File: src/rtl/ifetch.sv
// Instruction fetch: PC, req/ack instruction-memory port, 2-entry {pc, inst} queue, redirect flush.
// Optional feature: define IFETCH_MISALIGN_TRAP_EN to trap misaligned redirects into HALT.
module ifetch #(
    parameter logic [31:0] RESET_VEC = 32'h0000_0000
) (
    input  logic        i_clk,
    input  logic        i_rst,
    input  logic        i_redirect,
    input  logic [31:0] i_redirect_pc,
    input  logic        i_stall,
    output logic        o_imem_req,
    output logic [31:0] o_imem_addr,
    input  logic        i_imem_ack,
    input  logic [31:0] i_imem_rdata,
    output logic [31:0] o_inst,
    output logic [31:0] o_pc,
    output logic        o_inst_vld,
    output logic        o_misalign
);

    localparam logic [31:0] NOP = 32'h0000_0013;

    typedef enum logic [1:0] {RUN, WAIT, DRAIN, HALT} state_t;

    state_t      state_q, state_d;
    logic [31:0] pc_q, pc_d;
    logic [31:0] drain_addr_q, drain_addr_d;
    logic [1:0]  count_q, count_d;
    logic        misalign_q, misalign_d;
    logic [31:0] fifo_pc   [2];
    logic [31:0] fifo_inst [2];
    logic        rd_ptr_q, wr_ptr_q;

    logic        can_issue;
    logic        redir_take;
    logic        push;
    logic        pop;
    logic        bad_target;
    logic [31:0] target;

`ifdef IFETCH_MISALIGN_TRAP_EN
    assign target     = i_redirect_pc;
    assign bad_target = (i_redirect_pc[1:0] != 2'b00);
`else
    assign target     = i_redirect_pc & 32'hFFFF_FFFC;
    assign bad_target = 1'b0;
`endif

    assign can_issue  = (count_q < 2'd2);
    assign redir_take = i_redirect && (state_q != HALT);
    assign o_inst_vld = (count_q != 2'd0) && (state_q != HALT);
    assign pop        = o_inst_vld && !i_stall;
    assign o_inst     = fifo_inst[rd_ptr_q];
    assign o_pc       = fifo_pc[rd_ptr_q];
    assign o_misalign = misalign_q;

    always_comb begin
        o_imem_req = 1'b0;
        if (!i_rst) begin
            case (state_q)
                RUN:     o_imem_req = can_issue;
                WAIT:    o_imem_req = 1'b1;
                DRAIN:   o_imem_req = 1'b1;
                default: o_imem_req = 1'b0;
            endcase
        end
        o_imem_addr = (state_q == DRAIN) ? drain_addr_q : pc_q;
    end

    // Next-state logic; a redirect overrides every other action and drops any same-cycle ack.
    always_comb begin
        state_d      = state_q;
        pc_d         = pc_q;
        drain_addr_d = drain_addr_q;
        misalign_d   = misalign_q;
        push         = 1'b0;
        count_d      = count_q;

        if (redir_take) begin
            count_d    = 2'd0;
            pc_d       = target;
            misalign_d = misalign_q | bad_target;
            if (o_imem_req && !i_imem_ack) begin
                drain_addr_d = o_imem_addr;
                state_d      = DRAIN;
            end else begin
                state_d = (misalign_q | bad_target) ? HALT : RUN;
            end
        end else begin
            case (state_q)
                RUN: begin
                    if (o_imem_req && i_imem_ack) begin
                        push = 1'b1;
                        pc_d = pc_q + 32'd4;
                    end else if (o_imem_req) begin
                        state_d = WAIT;
                    end
                end
                WAIT: begin
                    if (i_imem_ack) begin
                        push    = 1'b1;
                        pc_d    = pc_q + 32'd4;
                        state_d = RUN;
                    end
                end
                DRAIN: begin
                    if (i_imem_ack) begin
                        state_d = misalign_q ? HALT : RUN;
                    end
                end
                default: state_d = HALT;
            endcase
            count_d = count_q + {1'b0, push} - {1'b0, pop};
        end
    end

    always_ff @(posedge i_clk or posedge i_rst) begin
        if (i_rst) begin
            state_q      <= RUN;
            pc_q         <= RESET_VEC;
            drain_addr_q <= RESET_VEC;
            count_q      <= 2'd0;
            misalign_q   <= 1'b0;
        end else begin
            state_q      <= state_d;
            pc_q         <= pc_d;
            drain_addr_q <= drain_addr_d;
            count_q      <= count_d;
            misalign_q   <= misalign_d;
        end
    end

    // Queue storage; a flush just rewinds both pointers, stale entries are never exposed as valid.
    always_ff @(posedge i_clk or posedge i_rst) begin
        if (i_rst) begin
            rd_ptr_q <= 1'b0;
            wr_ptr_q <= 1'b0;
            for (int i = 0; i < 2; i++) begin
                fifo_pc[i]   <= RESET_VEC;
                fifo_inst[i] <= NOP;
            end
        end else if (redir_take) begin
            rd_ptr_q <= 1'b0;
            wr_ptr_q <= 1'b0;
        end else begin
            if (push) begin
                fifo_pc[wr_ptr_q]   <= pc_q;
                fifo_inst[wr_ptr_q] <= i_imem_rdata;
                wr_ptr_q            <= ~wr_ptr_q;
            end
            if (pop) begin
                rd_ptr_q <= ~rd_ptr_q;
            end
        end
    end

endmodule

File: config.mk
export PLATFORM = sky130hd
export DESIGN_NAME = ifetch
export DESIGN_NICKNAME = d
export VERILOG_FILES = /design/src/rtl/ifetch.sv
export SDC_FILE = /design/constraint.sdc
export NUM_CORES = 1
export LEC_CHECK = 0
export BUFFER_PORTS_ARGS = -buffer_cell sky130_fd_sc_hd__buf_2
export CAP_MARGIN = 5
export CORE_MARGIN = 4
export CORE_UTILIZATION = 45
export DETAILED_ROUTE_END_ITERATION = 12
export GPL_ROUTABILITY_DRIVEN = 0
export PLACE_DENSITY = 0.69
export SLEW_MARGIN = 20
export SYNTH_ARGS = -nofsm -noshare
export SYNTH_HDL_FRONTEND = slang
export SYNTH_SLANG_ARGS = --single-unit
File: constraint.sdc
create_clock -name i_clk -period 5.82 [get_ports i_clk]
set_input_delay 0.291 -clock i_clk [delete_from_list [all_inputs] [get_ports i_clk]]
set_output_delay 0.291 -clock i_clk [all_outputs]
set_load 0.05 [all_outputs]
# Word-level counts from Yosys, hierarchy flattened
# Cells that the tools add are included.
dict set report totals {
  wordCells 81
  output_inout_bits 99
  in_bits 69
  reg_bits 198
}
dict set report classes {
  add_sub_neg 3
  n_eq_ne 8
  n_mux 33
  n_reduce_logical 18
  bitwise 5
  magnitude_cmp 4
}
# op n
set op_table {}
lappend op_table {{2-to-1 mux 32 bit} 11}
lappend op_table {{bitwise mux 64 bit} 2}
lappend op_table {{one-hot mux 32 bit (2 select lines)} 1}
lappend op_table {{adder 32 x 3 -> 32 bit, second input constant} 1}
lappend op_table {{demux 32 bit (select 1 bit)} 1}
lappend op_table {{inequality test 3 bit, second input constant} 5}
lappend op_table {{2-to-1 mux 2 bit} 6}
lappend op_table {{2-to-1 mux 1 bit} 9}
lappend op_table {{logical AND 1 bit} 6}
lappend op_table {{nonzero test 2 bit} 3}
lappend op_table {{>= comparator 2 bit, second input constant} 2}
lappend op_table {{inverter 1 -> 2 bit} 2}
lappend op_table {{one-hot mux 1 bit (2 select lines)} 2}
lappend op_table {{one-hot mux 2 bit (2 select lines)} 1}
lappend op_table {{AND reduction 2 bit} 2}
lappend op_table {{AND reduction 4 bit} 1}
lappend op_table {{inverter 1 bit} 3}
lappend op_table {{AND reduction 3 bit} 1}
lappend op_table {{nonzero test 3 bit} 1}
lappend op_table {{adder 2 x 1 -> 2 bit} 1}
lappend op_table {{== test 2 x 1 -> 1 bit, second input constant} 1}
lappend op_table {{== test 2 bit, second input constant} 1}
lappend op_table {{zero test 1 bit} 2}
lappend op_table {{zero test 2 bit} 1}
lappend op_table {{other kinds (5)} 5}

# Logic depth before layout (Yosys ltp)
# Gate-level depths: netlist of run 1.
dict set report depth {
  word_depth 11
  mapped_depth 11
  mapped_depth_nobuf 10
}

# Worst setup path after synthesis of run 1
# Ideal clock, no wire load.
dict set report synth_timing {
  path_type {reg2reg}
  start {register state_q[0]}
  end {register drain_addr_q[14]}
  setup_slack_ns 3.267
  t_arrival_ns 2.481
  stages_incl_launch_ff 7
  synth_period_minus_slack_ns 2.553
  t_required_ns 5.747
  path_cell_list {dfrtp_1 inv_1 ha_1 clkbuf_1 clkbuf_1 o21ai_0 mux2_2}
}
# element line_no
set synth_lines {}
lappend synth_lines {{start: declaration} 25} ;# state_t state_q, state_d;
lappend synth_lines {{start signal: assignment} 125} ;# state_q <= state_d;
lappend synth_lines {{== test 2 bit} 67} ;# o_imem_addr = (state_q == DRAIN) ? drain_addr_q : pc_q;
lappend synth_lines {{2-to-1 mux 32 bit} 67}
lappend synth_lines {{net o_imem_addr[14]} 12} ;# output logic [31:0] o_imem_addr,
lappend synth_lines {{end signal: assignment} 127} ;# drain_addr_q <= drain_addr_d;
lappend synth_lines {{end: declaration} 27} ;# logic [31:0] drain_addr_q, drain_addr_d;
# The timed path passes the listed nets, and every way through them passes these cells.
# A chain may end at the register's enable or synchronous reset.

# Worst setup path in the final report of run 1
dict set report layout_timing {
  start {register state_q[1]}
  end {register fifo_pc[50] (netlist bit)}
}
dict set report layout_between {
  elab_chain_len 10
}
# element line_no
set layout_rtl {}
lappend layout_rtl {{== test 2 bit / == test 2 x 1 -> 1 bit (equally long branches)} {60, 90}}
lappend layout_rtl {{OR reduction 2 bit (no line)} n/a}
lappend layout_rtl {{one-hot mux 1 bit (2 select lines)} 60} ;# case (state_q)
lappend layout_rtl {{2-to-1 mux 1 bit} 59} ;# if (!i_rst) begin
lappend layout_rtl {{logical AND 1 bit} 92} ;# if (o_imem_req && i_imem_ack) begin
lappend layout_rtl {{2-to-1 mux 1 bit} 92}
lappend layout_rtl {{one-hot mux 1 bit (2 select lines)} 90} ;# case (state_q)
lappend layout_rtl {{2-to-1 mux 1 bit (2 in series)} 79} ;# if (redir_take) begin
lappend layout_rtl {{AND reduction 2 bit (no line) *} n/a}
lappend layout_rtl {{end signal: indexed assignment} 147} ;# fifo_pc[wr_ptr_q] <= pc_q;
lappend layout_rtl {{end: declaration} 30} ;# logic [31:0] fifo_pc [2];
# Every way passes the cells marked *; elsewhere a longest branch is shown, timed or not. The select of a mux whose other input is x is not followed.

==> impl_metrics.toml, run 1 <==
[setup_path]
critPathLaunchType = "flip-flop"
cp_data_required_time_ps = 6120
slowest_delay_ps = 760
setup.worst_path.end_class = "flip-flop"
worstSetupPathType = "flip-flop to flip-flop"
ff2ff_path_depth = 7
reg2reg_slack_ps = 2670
cp_max_fo = 54
data_arrival_at_the_endpoint_of_the_critical_path_ps = 3450
rr_startpoint = "state_q[1]$_DFFE_PP0P_"
timing.critical_path.from = "state_q[1]$_DFFE_PP0P_"
worst_path_max_delay_cell = "sky130_fd_sc_hd__buf_4"
terminus_of_the_critical_flop_to_flop_path = "fifo_pc[50]$_DFFE_PP0P_"
cp_cell_sequence = "inv_1 -> ha_1 -> nand4bb_4 -> o21a_1 -> nor3_4 -> buf_4 -> mux2_2"

[timing]
max_slew.worst_pin.slew_ps = 1070
post-route-min-period_ps = 3150
hold_viol_final = 0
clock_skew_ps = 11.4
post-route-period-util_pct = 54.2
maxSlewHeadroom_pct = 29.0
rsz0062_at_grt = "no"
setup_slack_ps = 2670
totalNegativeSetupSlack_ps = 0
number_of_max_slew_violations_in_the_final_report = 0
report.final.setup_viol = 0
achievable-frequency_ghz = 0.317

[logic_synthesis]
synthFlopType = "sky130_fd_sc_hd__dfrtp_1"
synth_warnings = 0
cell_count_after_synthesis = 688
post_synth.cell_area_avg_um2 = 13.5
synth.lib_cells_used.distinct = 56
synth_top_area_share_pct = 50.3
postSynth.asyncResetShare_pct = 100
post_synth_edffs = 0
cell_area_after_technology_mapping_um2 = 9260
yosys_register_bits = 192
seq_area_frac_synth_pct = 52.0
synth_top_area_cell = "sky130_fd_sc_hd__dfrtp_1"
ys_top_cells_by_area = "sky130_fd_sc_hd__dfrtp_1 50%, sky130_fd_sc_hd__mux2_2 24%, sky130_fd_sc_hd__mux2_1 6.0%"

[clocking]
numCtsBuffers = 17
post_cts.resized_instances = 0
clock_tree_from_tritoncts = "yes"
worst_skew_pair.late_latency_ps = 420
clock_tree.buffer_depth = 2
postCtsSetupRepairBufs = 0
cts.reportedPaths.clkPinSlew_ps = 70
clock_tree.htree_level_count = 4
cts_num_sinks = 192
cts.hold.buffers_added = 0
cts.root.buffer_cell = "sky130_fd_sc_hd__clkbuf_16"

[power]
vdd_ir_drop_max_mv = 0.326
p_leak_nw = 4.87
combPwrFrac_pct = 48.4
clockPowerShare_pct = 18.2
p_sw_w = 0.00294
power.share.sequential_pct = 33.4
internal_power_summed_over_all_cells_w = 0.00381
switching_share_pct = 43.5
powerDensity_nw_per_um2 = 624

[detailed_routing]
post-route-drc-count = 0
drt_first_pass_iters = 4
wl_per_cell_um = 17.4
first_iter_violations = 195
antenna_violating_nets_left = 0
detail_route.vias_per_cell = 5.19
finalWirelength_um = 19500
detailroute.via_count = 5804

[floorplanning]
core_area_um2 = 20200
die_area_um2 = 22900
dieWidth_um = 151
row_count = 52
fp.dieH_um = 151
io_pins = 168
initial_standard_cell_utilization_of_the_core_pct = 45.8

[global_route]
globalRouteOverflowTotal = 0
grt_pass1_vias = 5906
grt_pass1_wl_um = 31100
antenna_found_initial = 3
grt_max_degree = 134
global_route.usage.total_pct = 17.4

[placement]
io_buffers = 162
hpwl_um = 12700
dp_slack_ps = 2620
placed_cell_area_um2 = 10200
dp.cells = 1085

[job]
max-cap-violations = 0

[hold_path]
hold_path_class = "input pin to asynchronous set/reset pin"

[cells_and_area]
layout-drive-gt1-share_pct = 49.0
finalNetCount = 910
design_area_um2 = 10800
final_cells = 1118
area_growth_pct = 16.7

[status]
outcome = "completed"
==> sequential cells by signal, indices dropped and copies added, names as in the netlist <==
name / count
wr_ptr_q: 1
drain_addr_q: 32
state_q: 2
fifo_pc: 60
count_q: 2
rd_ptr_q: 1
pc_q: 30
fifo_inst: 64
==> placed cells by master (no fill, tap or decap), types with 4 or more instances in the layout <==
cell,n
sky130_fd_sc_hd__clkbuf_16,17
sky130_fd_sc_hd__o21ai_0,17
sky130_fd_sc_hd__xnor2_1,21
sky130_fd_sc_hd__xor2_1,8
sky130_fd_sc_hd__dfstp_2,6
sky130_fd_sc_hd__buf_4,6
sky130_fd_sc_hd__dfrtp_1,185
sky130_fd_sc_hd__bufinv_16,4
sky130_fd_sc_hd__nor2_1,14
sky130_fd_sc_hd__buf_2,162
sky130_fd_sc_hd__nand3_1,7
sky130_fd_sc_hd__o21ai_1,11
sky130_fd_sc_hd__mux2_1,49
sky130_fd_sc_hd__inv_1,7
sky130_fd_sc_hd__ha_1,6
sky130_fd_sc_hd__clkbuf_1,7
sky130_fd_sc_hd__a21oi_1,6
sky130_fd_sc_hd__and2_1,4
sky130_fd_sc_hd__o211ai_1,6
sky130_fd_sc_hd__nand2_1,44
sky130_fd_sc_hd__nand4_1,7
sky130_fd_sc_hd__mux2_2,195
==> synth_stat cells (2+ instances only) <==
cell and n:
sky130_fd_sc_hd__xor2_1 8, sky130_fd_sc_hd__xnor2_1 21, sky130_fd_sc_hd__nor2_1 14, sky130_fd_sc_hd__and4_1 3, sky130_fd_sc_hd__inv_1 8, sky130_fd_sc_hd__buf_6 14, sky130_fd_sc_hd__buf_1 4, sky130_fd_sc_hd__mux2_2 195
sky130_fd_sc_hd__nor3_2 3, sky130_fd_sc_hd__nor3b_2 2, sky130_fd_sc_hd__o211ai_1 6, sky130_fd_sc_hd__and2_1 4, sky130_fd_sc_hd__dfstp_2 6, sky130_fd_sc_hd__nor2b_1 3, sky130_fd_sc_hd__nor3_1 3, sky130_fd_sc_hd__dfrtp_1 186
sky130_fd_sc_hd__o21a_1 3, sky130_fd_sc_hd__nor3b_1 3, sky130_fd_sc_hd__buf_4 4, sky130_fd_sc_hd__nand2_1 44, sky130_fd_sc_hd__nor4b_2 2, sky130_fd_sc_hd__nand4_1 7, sky130_fd_sc_hd__o21ai_1 11, sky130_fd_sc_hd__clkbuf_1 13
sky130_fd_sc_hd__a21oi_1 6, sky130_fd_sc_hd__and3_1 2, sky130_fd_sc_hd__nand3_1 7, sky130_fd_sc_hd__buf_2 8, sky130_fd_sc_hd__o21ai_0 17, sky130_fd_sc_hd__mux2_1 49, sky130_fd_sc_hd__ha_1 7
==> layer usage <==
layer	GRT usage [%]	vias to the layer above	part of all wire (%)
met5	0	-	0.11
met4	5.12	4	1.2
met3	4.49	25	6.2
met2	27.1	139	46
met1	24.3	2891	47
li1	-	2745	-
==> stage by stage <==
step | hold slack (ps) | util (%) | total power (W)
final | 53.1 | 53.4 | 0.00675
after global routing | 61.9 | 53.4 | 0.00714
after CTS | 51.0 | 53.4 | 0.00683
after detailed placement | 468 | 50.4 | 0.00558
after global placement | 455 | 50.4 | 0.00551
after floorplan | 408 | - | 0.00490
==> power by group through the flow <==
stage | logic [W] | clock network [W] | registers [W]
after floorplan | 0.00275 | 0 | 0.00216
after global placement | 0.00326 | 0 | 0.00226
after detailed placement | 0.00329 | 0 | 0.00229
after CTS | 0.00330 | 0.00126 | 0.00226
after global routing | 0.00348 | 0.00132 | 0.00234
final | 0.00326 | 0.00123 | 0.00226
==> worst max path at each step <==
stage | cells past startpoint | endpoint | slack, ps
after floorplan | 1 | count_q[0]$_DFF_PP0_ | 310
after global placement | 7 | fifo_pc[49]$_DFFE_PP0P_ | 2670
after detailed placement | 7 | fifo_inst[61]$_DFFE_PP0P_ | 2620
after CTS | 7 | fifo_pc[50]$_DFFE_PP0P_ | 2630
after global routing | 7 | fifo_inst[59]$_DFFE_PP0P_ | 2470
final | 7 | fifo_pc[50]$_DFFE_PP0P_ | 2670
==> logic make-up (layout without fill, tap and decap cells) <==
logic type,count (synthesis),in the layout,share of synthesized area [%]
flip-flops,192,192,52.0
other,1,4,0.0405
AND/OR/NAND/NOR,112,112,7.51
adder cells (fa/ha/maj),7,7,0.946
buffers and inverters,51,208,3.47
AO/OA/AOI/OAI,51,51,3.55
XOR/XNOR,29,29,2.74
multiplexers,245,245,29.8
==> area by class of cell <==
| cell class | count | area, um^2 |
|---|---|---|
| Antenna cell | 1 | 2.50 |
| Clock buffer | 26 | 479 |
| Clock inverter | 6 | 135 |
| Fill cell | 1778 | 9430 |
| Inverter | 8 | 37.5 |
| Multi-Input combinational cell | 447 | 4150 |
| Sequential cell | 192 | 4810 |
| Tap cell | 270 | 338 |
| Timing Repair Buffer | 168 | 856 |
==> critical path, delay by kind of cell, from the launching register on <==
kind / cells / cell delay (ps)
adders and majority gates: 1 / 390
buffers and inverters: 2 / 850
DFF: 1 / 420
AOI/OAI and AO/OA: 1 / 300
muxes: 1 / 410
and+or+nand+nor: 2 / 620
(Power assumes the default switching activity.)
==> run 2, diff against run 1 <==
--- a/config.mk
+++ b/config.mk
@@ -5,13 +5,14 @@
 export SDC_FILE = /design/constraint.sdc
 export NUM_CORES = 1
 export LEC_CHECK = 0
+export ABC_AREA = 1
 export BUFFER_PORTS_ARGS = -buffer_cell sky130_fd_sc_hd__buf_2
 export CAP_MARGIN = 5
 export CORE_MARGIN = 4
 export CORE_UTILIZATION = 45
 export DETAILED_ROUTE_END_ITERATION = 12
 export GPL_ROUTABILITY_DRIVEN = 0
-export PLACE_DENSITY = 0.69
+export PLACE_DENSITY = 0.66
 export SLEW_MARGIN = 20
 export SYNTH_ARGS = -nofsm -noshare
 export SYNTH_HDL_FRONTEND = slang
==> constraint.sdc (replaced) <==
create_clock -name i_clk -period 3.2 [get_ports i_clk]
set_input_delay 0.16 -clock i_clk [delete_from_list [all_inputs] [get_ports i_clk]]
set_output_delay 0.16 -clock i_clk [all_outputs]
set_load 0.05 [all_outputs]
==> impl_metrics.toml, run 2 <==
[logic_synthesis]
yosys-top-cells-count = "627 x sky130_fd_sc_hd__nand2_1, 186 x sky130_fd_sc_hd__dfrtp_1, 113 x sky130_fd_sc_hd__o21ai_1"
post_synth.cell_area_avg_um2 = 7.27
post_synth_edffs = 0
seq_area_frac_synth_pct = 48.9
synth_top_area_cell = "sky130_fd_sc_hd__dfrtp_1"
postSynth.asyncResetShare_pct = 100
yosysMostFrequentCell = "sky130_fd_sc_hd__nand2_1"
yosys_register_bits = 192
cell_area_after_technology_mapping_um2 = 9830
synth.lib_cells_used.distinct = 36
synth_warnings = 0
cell_count_after_synthesis = 1352
synthFlopType = "sky130_fd_sc_hd__dfrtp_1"
ys_top_cells_by_area = "sky130_fd_sc_hd__dfrtp_1 47%, sky130_fd_sc_hd__nand2_1 24%, sky130_fd_sc_hd__o21ai_1 5.8%"
synth_top_area_share_pct = 47.3

[detailed_routing]
detail_route.vias_per_cell = 4.93
detailroute.via_count = 8861
wl_per_cell_um = 14.5
antenna_violating_nets_left = 0
finalWirelength_um = 26000
post-route-drc-count = 0
drt_first_pass_iters = 7
first_iter_violations = 763

[clocking]
clock_tree.htree_level_count = 4
cts.root.buffer_cell = "sky130_fd_sc_hd__clkbuf_16"
cts_num_sinks = 192
cts.reportedPaths.clkPinSlew_ps = 70
clock_tree.buffer_depth = 2
postCtsSetupRepairBufs = 0
numCtsBuffers = 17
clock_tree_from_tritoncts = "yes"
worst_skew_pair.late_latency_ps = 430

[cells_and_area]
layout_commonest_cell = "sky130_fd_sc_hd__nand2_1"
finalNetCount = 1587
area_growth_pct = 18.2
layout-drive-gt1-share_pct = 15.9
highest_count_cells_in_the_layout_ignoring_fill_and_taps = "627 x sky130_fd_sc_hd__nand2_1, 185 x sky130_fd_sc_hd__dfrtp_1, 162 x sky130_fd_sc_hd__buf_2"
largest_register = "fifo_inst"
final_cells = 1799
fill_cells = 2053
multiInputGateArea_um2 = 4230
n_diodes = 0
largest_register_ffs = 64
seqCellArea_um2 = 4810
design_area_um2 = 11600
largest_registers = "fifo_inst: 64 flops, fifo_pc: 60 flops, drain_addr_q: 32 flops"

[floorplanning]
dieWidth_um = 156
row_count = 53
io_pins = 168
fp.dieH_um = 156
initial_standard_cell_utilization_of_the_core_pct = 46.2
core_area_um2 = 21300
die_area_um2 = 24300

[timing]
achievable-frequency_ghz = 0.390
post-route-min-period_ps = 2560
hold_viol_final = 0
clock_skew_ps = 10.2
maxSlewHeadroom_pct = 50.7
final.hold.worst_slack_ps = 10.4
rsz0062_at_grt = "no"
totalNegativeSetupSlack_ps = 0
number_of_max_slew_violations_in_the_final_report = 0
post-route-period-util_pct = 80.1
report.final.setup_viol = 0
max_slew.worst_pin.slew_ps = 739

[setup_path]
data_arrival_at_the_endpoint_of_the_critical_path_ps = 2400
cp_cell_sequence = "inv_1 -> ha_2 -> buf_4 -> nand2_1 -> o21ai_0 -> buf_2"
slowest_delay_ps = 490
setup.worst_path.end_class = "output port"
critPathLaunchType = "flip-flop"
worstSetupPathType = "flip-flop to output port"
worst_path_max_delay_cell = "sky130_fd_sc_hd__ha_2"
timing.critical_path.from = "state_q[0]$_DFFE_PP0P_"
rr_startpoint = "state_q[0]$_DFFE_PP0P_"
cp_data_required_time_ps = 3040
cp_max_fo = 28

[global_route]
grt_pass1_vias = 8559
antenna_found_initial = 0
globalRouteOverflowTotal = 0
grt_max_degree = 99
grt_pass1_wl_um = 43000
global_route.usage.total_pct = 21.7

[hold_path]
hold_path_class = "input pin to flip-flop"
hp-start = "i_imem_rdata[26]"

[job]
max-cap-violations = 0

[power]
powerDensity_nw_per_um2 = 1160
p_leak_nw = 6.22
vdd_ir_drop_max_mv = 0.519

[placement]
placed_cell_area_um2 = 10800
dp.cells = 1740
io_buffers = 162
hpwl_um = 17600

[status]
outcome = "completed"
==> run 2: cells by family (layout without fill, tap and decap cells) <==
logic type	Yosys count	after routing	share of synthesized area, %
compound gates	188	188	9.98
flops	192	192	48.9
other cells	1	3	0.0381
simple gates	791	791	31.8
fa+ha+maj	7	7	0.891
xor+xnor	2	2	0.178
buf+inv	171	341	8.17
==> run 2: where the power goes <==
part / leakage (nW) / total [W] / switching (W) / internal [W]
clock network: 0.287 / 0.00216 / 0.000952 / 0.00121
registers: 2.41 / 0.00428 / 0.000722 / 0.00356
logic: 3.53 / 0.00708 / 0.00538 / 0.00170
==> run 2: final timing paths <==
check                                               to  slack (ps)  cells after the start
setup / recovery                       o_imem_addr[19]         640                      6
hold / removal               fifo_inst[58]$_DFFE_PP0P_          10                      3
setup reg to reg               fifo_pc[30]$_DFFE_PP0P_         760                     10
hold reg to reg            drain_addr_q[8]$_DFFE_PP0P_         470                      2
max in group asynchronous     fifo_inst[4]$_DFFE_PP1P_        2240                      4
min in group asynchronous       state_q[1]$_DFFE_PP0P_         220                      3
==> run 2: what timing repair did <==
item,in CTS,in global routing
hold buffers,27,0
endpoints found under the setup margin,0,0
resized for setup,0,0
hold endpoints to repair,53,0
==> run 2: final cells by class <==
type                       count  area share, %
clock inverter                10           1.10
multi-input combinational    991           36.4
sequential                   192           41.4
clock buffer                  22           4.00
tap                          275           2.96
inverter                     105           3.42
timing repair buffer         204           10.7
==> run 2: worst max-delay path: cells and delay by family (launching register included) <==
family                     cells  cell delay (ps)
AOI/OAI and AO/OA              1              180
adders and majority gates      1              490
buffers and inverters          3              810
DFF                            1              410
and+or+nand+nor                1               70
==> run 2: per-layer routing <==
layer	part of all wire, %	routed length [um]	up-vias	global-route usage [%]
li1	-	-	4497	-
met1	48	12500	4103	31.1
met2	45	11700	235	34.1
met3	5.3	1380	26	4.52
met4	1.7	432	0	5.21
met5	0	0	-	0
==> run 2: per-stage QoR <==
step	total power, W	utilization [%]	setup WS, ps
global placement	0.0113	50.5	817
detailed placement	0.0114	50.5	797
global route	0.0145	54.6	491
floorplan	0.00968	-	568
finish	0.0135	54.6	638
CTS	0.0136	54.6	646
